`src/rtl/vsq_scale_accum.sv`:
```
// vsq_scale_accum: multi-lane pipelined VSQ scale-and-accumulate.
// Stage 1 scales each lane's signed partial sum by a_scale[lane]*b_scale
// (or passes it through in plain mode). Stage 2 accumulates VEC_LEN beats
// per lane. The output register then holds each finished vector until the
// downstream valid/ready handshake completes.
// Optional build macro: VSQ_SAT_EN selects saturating accumulation and adds
// the per-lane sticky overflow port ovf_out. Without it, accumulation wraps.
module vsq_scale_accum #(
    parameter int LANES   = 4,
    parameter int PSUM_W  = 14,
    parameter int SCALE_W = 8,
    parameter int ACC_W   = 32,
    parameter int VEC_LEN = 16
) (
    input  logic                       clk,
    input  logic                       rst_n,
    input  logic                       is_vsq,
    input  logic                       in_valid,
    output logic                       in_ready,
    input  logic [LANES*PSUM_W-1:0]    psum_in,
    input  logic [LANES*SCALE_W-1:0]   a_scale,
    input  logic [SCALE_W-1:0]         b_scale,
    output logic                       out_valid,
    input  logic                       out_ready,
    output logic [LANES*ACC_W-1:0]     acc_out,
    output logic                       out_vsq
`ifdef VSQ_SAT_EN
    ,
    output logic [LANES-1:0]           ovf_out
`endif
);

    localparam int CNT_W = (VEC_LEN > 1) ? $clog2(VEC_LEN) : 1;
    localparam logic [CNT_W-1:0] LAST_BEAT = CNT_W'(VEC_LEN - 1);

`ifdef VSQ_SAT_EN
    localparam logic [ACC_W-1:0] ACC_MAX = {1'b0, {(ACC_W-1){1'b1}}};
    localparam logic [ACC_W-1:0] ACC_MIN = {1'b1, {(ACC_W-1){1'b0}}};
`endif

    // Pipeline control
    logic                 en;
    logic                 accept;

    // Beat counter and per-vector mode
    logic [CNT_W-1:0]     cnt_q;
    logic [CNT_W-1:0]     cnt_d;
    logic                 first_beat;
    logic                 last_beat;
    logic                 vsq_lat_q;
    logic                 vsq_eff;

    // Stage 1: scaled products
    logic [ACC_W-1:0]     prod_d [LANES];
    logic [ACC_W-1:0]     prod_q [LANES];
    logic                 s1_valid_q;
    logic                 s1_first_q;
    logic                 s1_last_q;
    logic                 s1_vsq_q;

    // Stage 2: accumulators
    logic [ACC_W-1:0]     acc_d [LANES];
    logic [ACC_W-1:0]     acc_q [LANES];
    logic                 acc_done_q;
    logic                 acc_vsq_q;

    // Output holding register
    logic                 out_valid_q;
    logic                 out_vsq_q;
    logic [LANES*ACC_W-1:0] acc_out_q;

`ifdef VSQ_SAT_EN
    logic [LANES-1:0]     ovf_d;
    logic [LANES-1:0]     ovf_q;
    logic [LANES-1:0]     ovf_out_q;
`endif

    // The whole pipeline freezes while a finished vector waits for out_ready
    assign en        = !(out_valid_q && !out_ready);
    assign accept    = in_valid && en;
    assign in_ready  = en;

    assign first_beat = (cnt_q == '0);
    assign last_beat  = (cnt_q == LAST_BEAT);
    assign cnt_d      = last_beat ? '0 : cnt_q + 1'b1;
    // Mode is taken live on beat 0 and from the latch for the rest of the vector
    assign vsq_eff    = first_beat ? is_vsq : vsq_lat_q;

    // Per-lane scale: sign-extended psum times zero-extended full-precision scale product
    always_comb begin
        logic signed [ACC_W-1:0]   psum_ext;
        logic signed [ACC_W-1:0]   scale_ext;
        logic [2*SCALE_W-1:0]      scale_prod;
        psum_ext   = '0;
        scale_ext  = '0;
        scale_prod = '0;
        for (int unsigned i = 0; i < LANES; i++) begin
            psum_ext   = ACC_W'($signed(psum_in[i*PSUM_W +: PSUM_W]));
            scale_prod = a_scale[i*SCALE_W +: SCALE_W] * b_scale;
            scale_ext  = ACC_W'(scale_prod);
            prod_d[i]  = vsq_eff ? psum_ext * scale_ext : psum_ext;
        end
    end

    // Stage 1 register, beat counter and mode latch advance on accepted beats
    always_ff @(posedge clk) begin
        if (!rst_n) begin
            cnt_q      <= '0;
            vsq_lat_q  <= 1'b0;
            s1_valid_q <= 1'b0;
            s1_first_q <= 1'b0;
            s1_last_q  <= 1'b0;
            s1_vsq_q   <= 1'b0;
            prod_q     <= '{default: '0};
        end else if (en) begin
            s1_valid_q <= accept;
            if (accept) begin
                prod_q     <= prod_d;
                s1_first_q <= first_beat;
                s1_last_q  <= last_beat;
                s1_vsq_q   <= vsq_eff;
                vsq_lat_q  <= vsq_eff;
                cnt_q      <= cnt_d;
            end
        end
    end

`ifdef VSQ_SAT_EN
    // Saturating accumulate: the first beat loads, later beats clamp on signed overflow
    always_comb begin
        logic [ACC_W:0] sum;
        sum   = '0;
        ovf_d = ovf_q;
        for (int unsigned i = 0; i < LANES; i++) begin
            sum = {acc_q[i][ACC_W-1], acc_q[i]} + {prod_q[i][ACC_W-1], prod_q[i]};
            if (s1_first_q) begin
                acc_d[i] = prod_q[i];
                ovf_d[i] = 1'b0;
            end else if (sum[ACC_W] != sum[ACC_W-1]) begin
                acc_d[i] = sum[ACC_W] ? ACC_MIN : ACC_MAX;
                ovf_d[i] = 1'b1;
            end else begin
                acc_d[i] = sum[ACC_W-1:0];
            end
        end
    end
`else
    // Wrapping accumulate: the first beat loads, later beats add mod 2^ACC_W
    always_comb begin
        for (int unsigned i = 0; i < LANES; i++) begin
            acc_d[i] = s1_first_q ? prod_q[i] : acc_q[i] + prod_q[i];
        end
    end
`endif

    // Stage 2 register: accumulators plus a done flag for the last beat
    always_ff @(posedge clk) begin
        if (!rst_n) begin
            acc_q      <= '{default: '0};
            acc_done_q <= 1'b0;
            acc_vsq_q  <= 1'b0;
`ifdef VSQ_SAT_EN
            ovf_q      <= '0;
`endif
        end else if (en) begin
            acc_done_q <= s1_valid_q && s1_last_q;
            if (s1_valid_q) begin
                acc_q     <= acc_d;
                acc_vsq_q <= s1_vsq_q;
`ifdef VSQ_SAT_EN
                ovf_q     <= ovf_d;
`endif
            end
        end
    end

    // Output register: loads a finished vector, clears valid after a plain handshake
    always_ff @(posedge clk) begin
        if (!rst_n) begin
            out_valid_q <= 1'b0;
            out_vsq_q   <= 1'b0;
            acc_out_q   <= '0;
`ifdef VSQ_SAT_EN
            ovf_out_q   <= '0;
`endif
        end else if (en) begin
            out_valid_q <= acc_done_q;
            if (acc_done_q) begin
                for (int unsigned i = 0; i < LANES; i++) begin
                    acc_out_q[i*ACC_W +: ACC_W] <= acc_q[i];
                end
                out_vsq_q <= acc_vsq_q;
`ifdef VSQ_SAT_EN
                ovf_out_q <= ovf_q;
`endif
            end
        end
    end

    assign out_valid = out_valid_q;
    assign out_vsq   = out_vsq_q;
    assign acc_out   = acc_out_q;
`ifdef VSQ_SAT_EN
    assign ovf_out   = ovf_out_q;
`endif

endmodule
```
`config.mk`:
```
export PLATFORM = sky130hd
export DESIGN_NAME = vsq_scale_accum
export DESIGN_NICKNAME = d
export VERILOG_FILES = /design/src/rtl/vsq_scale_accum.sv
export SDC_FILE = /design/constraint.sdc
export NUM_CORES = 2
export LEC_CHECK = 0
export BUFFER_PORTS_ARGS = -buffer_cell sky130_fd_sc_hd__buf_4
export CORE_ASPECT_RATIO = 0.8
export CORE_MARGIN = 2
export CORE_UTILIZATION = 56
export CTS_CLUSTER_DIAMETER = 200
export DETAILED_ROUTE_END_ITERATION = 10
export PLACE_DENSITY_LB_ADDON = 0.1
export SYNTH_ARGS = -nofsm -noshare
export SYNTH_HDL_FRONTEND = slang
export SYNTH_SLANG_ARGS = --single-unit
```
`constraint.sdc`:
```
create_clock -name clk -period 11.1 [get_ports clk]
set_clock_uncertainty 0.15 [all_clocks]
set_input_delay 0 -clock clk [delete_from_list [all_inputs] [get_ports clk]]
set_output_delay 0 -clock clk [all_outputs]
set_load 0.01 [all_outputs]
```
# Yosys cells after proc, flatten, opt, wreduce, memory -nomap -nowiden
# Cells that the tools add are included.
# op_classes
mux	10
n_mul	8
addsub	5
eq_ne	1
n_bitwise	1
n_reduce_logical	9
# ops
operator	n
two-way mux 32 bit	8
adder 32 bit	4
multiplier 14 x 17 -> 31 bit	4
multiplier 8 x 8 -> 16 bit	4
AND reduction 2 bit	3
adder 4 x 1 -> 4 bit, second input constant	1
equality test 4 bit, second input constant	1
zero test 4 bit	1
two-way mux 4 bit	1
logical AND 1 bit	3
zero test 1 bit	2
two-way mux 1 bit	1
NOT 1 bit	1
# totals
in_bits	101
wordCells	52
reg_bits	396

# Longest topological paths before layout
# depth
depth_word	5
ltp_mapped	42
ltp_nobuf	40

# Worst setup path before layout
# OpenSTA, ideal clock, no wires.
# synth_path
path_kind	input to register
start	in b_scale[2]
end	reg prod_q[94] (netlist bit)
arrival_time_ns	9.192
path_stages	40
n_path_buf	2
slack_ns	1.657
cell_sequence	clkbuf_1 > nand2_1 > fa_1 > fa_1 > inv_1 > fa_1 > inv_1 > fa_1 > inv_1 > ha_1 > inv_1 > o21bai_1 > a21oi_1 > o21bai_1 > a21oi_1 > o21ai_1 > nor2_1 > xnor2_1 > [4 not listed] > fa_1 > inv_1 > fa_1 > fa_1 > fa_1 > inv_1 > fa_1 > inv_1 > ha_1 > nand2_1 > nand2_1 > a2111oi_0 > o21a_1 > o31a_1 > o31a_1 > o21ai_1 > o2111a_1 > o41ai_1
# synth_between
elab_chain_len	3
# synth_lines
element	line	text
start: declaration	22	input logic [SCALE_W-1:0] b_scale,
multiplier 8 x 8 -> 16 bit	99	scale_prod = a_scale[i*SCALE_W +: SCALE_W] * b_scale;
multiplier 14 x 17 -> 31 bit	101	prod_d[i] = vsq_eff ? psum_ext * scale_ext : psum_ext;
two-way mux 32 bit	101	
end signal: assignment	118	prod_q <= prod_d;
end: declaration	55	logic [ACC_W-1:0] prod_q [LANES];
# No other way between the ends.
# A chain may end at the register's enable or synchronous reset.

# Worst setup path in the final report
# layout_path
start	in b_scale[2]
end	reg prod_q[59] (netlist bit)
# Same word-level chain as after synthesis.

==> results.py <==
metrics = {
    "outcome": {
        "status": "completed",
    },
    "route": {
        "wl_met1_mm": 78.1,
        "highest_layer": "met4",
        "viasPerCell": 5.67,
        "wl_per_cell_um": 19.3,
        "wl_met2_mm": 74.0,
        "antenna_left": 0,
        "vias": 49700,
        "routed_wl_mm": 169,
        "drt_first_iter_violations": 3458,
        "firstDrtPassIters": 5,
        "wl_met3_mm": 13.7,
        "drc": 0,
    },
    "clock_tree": {
        "cts_sinks": 392,
        "clkLatencyLatePin_ns": 0.59,
        "numCtsBuffers": 41,
        "clkSlewWorstSetupHoldPaths_ns": 0.06,
        "cts_tree": "built",
        "root_buffer": "clkbuf_16",
        "cts.path.max_buffers": 3,
        "htree_levels": 2,
    },
    "grt": {
        "grt_pass1_wl_mm": 277,
        "antenna_found_initial": 1,
        "grt_max_degree": 158,
        "grt_remaining_overflow": 0,
        "grt_usage_pct": 31.4,
        "grt_pass1_vias": 50900,
    },
    "floorplan": {
        "io_pins": 232,
        "die_w_um": 370,
        "die_y_um": 297,
        "start_util_pct": 56.5,
        "die_area_sq_um": 110000,
        "core-area_sq_um": 106000,
        "std_cell_rows": 107,
    },
    "sta": {
        "hold_viol": 0,
        "holdWs_ns": 0.120,
        "tightest_slew_ns": 1.11,
        "max_freq_mhz": 98.9,
        "slew_viol_final": 0,
        "setup_viol": 0,
        "slew_headroom_pct": 25.6,
        "post-route-period-util_pct": 91.1,
        "finalSetupTns_ns": 0,
        "fin_crit_ns": 10.11,
        "rsz0062_at_grt": "no",
    },
    "setup_path": {
        "crit_type": "in -> reg",
        "critPathRequiredTime_ns": 11.42,
        "crit_arrival_ns": 10.43,
        "cp_max_fo": 32,
        "path_common_cell": "fa_1",
        "slowest_stage": "fa_1",
        "startpoint_type": "input port",
        "max_stage_delay_ns": 0.57,
        "critical_path.endpoint_type": "flop",
    },
    "synth": {
        "ys_warn_count": 0,
        "synth_most_common_cell": "inv_1",
        "synth_largest_area_cell": "fa_1",
        "syn_nets": 8887,
        "synth-adder-area-share_pct": 42.0,
        "ys_types": 80,
        "synth_ff_type": "dfxtp_1",
        "synth_top_family_by_area": "adder cells",
        "synthSimpleGateAreaFrac_pct": 19.0,
        "synthMuxAreaShare_pct": 0.376,
        "syn_area_per_cell_sq_um": 8.29,
        "ys_seq_area_share_pct": 13.0,
        "synth_common_cells": "inv_1 (1071), nand2_1 (1003), fa_1 (812), ha_1 (718), and2_1 (673)",
        "synth.area.top_cells": "fa_1 (27%), ha_1 (15%), dfxtp_1 (13%)",
        "syn_inst": 7256,
        "ys_ff_latch": 392,
        "yosysTopAreaCellShare_pct": 27.0,
        "synth_enable_flop_cells": 0,
        "async_flop_share_pct": 0,
        "synth_area_sq_um": 60200,
        "synth-compound-area-share_pct": 13.3,
        "synth-xor-area-share_pct": 3.45,
    },
    "worst_hold_path": {
        "hp-class": "in -> reg",
    },
    "cells_and_area": {
        "instances_no_fill": 8762,
        "fin_nets": 8945,
        "drive_gt1_share_pct": 5.69,
        "layout-area-overhead-vs-synth_pct": 8.33,
        "fin_util_pct": 61.2,
    },
    "placement": {
        "routabilityCongestion": 0.938,
        "io_buffers": 231,
        "dp_cells": 8611,
        "dp_hpwl_mm": 130,
    },
    "flow_run": {
        "maxCapViolations": 0,
    },
}
[critical path, delay by kind of cell]
family / cells / cell delay [ns]
fa+ha+maj: 12 / 5.35
buf+inv: 6 / 1.24
xor+xnor: 2 / 0.58
simple gates: 6 / 0.75
compound gates: 11 / 2.47
[per-stage QoR]
step / cell area, sq um / worst slack, ns
floorplan: 60200 / 1.66
global placement: 62900 / 0.954
detailed placement: 62900 / 0.766
CTS: 65200 / 1.09
global route: 65200 / 0.424
finish: 65200 / 0.990
[metal layers]
| metal | vias up | global-route usage (%) |
|---|---|---|
| met2 | 1581 | 48.9 |
| met4 | 0 | 6.94 |
| li1 | 23500 | - |
| met3 | 189 | 6.29 |
| met5 | - | 0 |
| met1 | 24400 | 45.0 |
[worst paths after layout]
| path | slack, ns | cells past startpoint | startpoint | endpoint |
|---|---|---|---|---|
| min | 0.12 | 5 | a_scale[24] | prod_q[1]$_SDFFE_PN0P_ |
| min reg2reg | 0.31 | 2 | acc_out[35]$_SDFFE_PN0P_ | acc_out[35]$_SDFFE_PN0P_ |
| max reg2reg | 6.95 | 9 | cnt_q[0]$_SDFFE_PN0P_ | prod_q[25]$_SDFFE_PN0P_ |
| max | 0.99 | 37 | b_scale[2] | prod_q[59]$_SDFFE_PN0P_ |
[registers in the layout (all words and copies together), names as in the netlist]
name        count
acc_q         128
acc_out       128
acc_done_q      1
s1_last_q       1
cnt_q           4
s1_valid_q      1
prod_q        124
out_valid       1
s1_vsq_q        1
s1_first_q      1
out_vsq         1
acc_vsq_q       1
[what timing repair did]
item                                    4_1_cts  5_1_grt
hold buffers                                 77        0
buffers inserted                              0        0
resized for setup                             0        0
endpoints found under the setup margin        0        0
endpoints found under the hold margin       124        0
[area by class of cell]
cell class | count | area (sq um)
repair buffers | 369 | 2990
clock inverters | 24 | 364
diodes | 2 | 5.00
flip-flops and latches | 392 | 7850
multi-input cells | 5437 | 47100
fillers | 9629 | 41300
well taps | 1417 | 1770
clock buffers | 48 | 1090
inverters | 1073 | 4040
[kinds of logic after synthesis]
family / after synthesis
xor+xnor: 237
mux: 22
flops: 392
buf+inv: 1427
fa+ha+maj: 1530
simple gates: 2372
compound gates: 1276
[cell usage in the layout, fill, tap and decap left out, drive strengths merged, types with 48 or more instances in the layout]
master / instances
a21o: 132
buf: 292
a21oi: 490
nor2: 330
dfxtp: 392
a311oi: 76
and2: 673
xor2: 58
inv: 1072
o21ai: 266
dlygate4sd3: 77
fa: 812
o211ai: 61
nand2: 1003
nand3: 73
nand2b: 56
xnor2: 179
and3: 69
ha: 718
clkbuf: 48
Power is not shown: default switching activity piles up to over one toggle a cycle in this logic, so the estimate is an artifact.
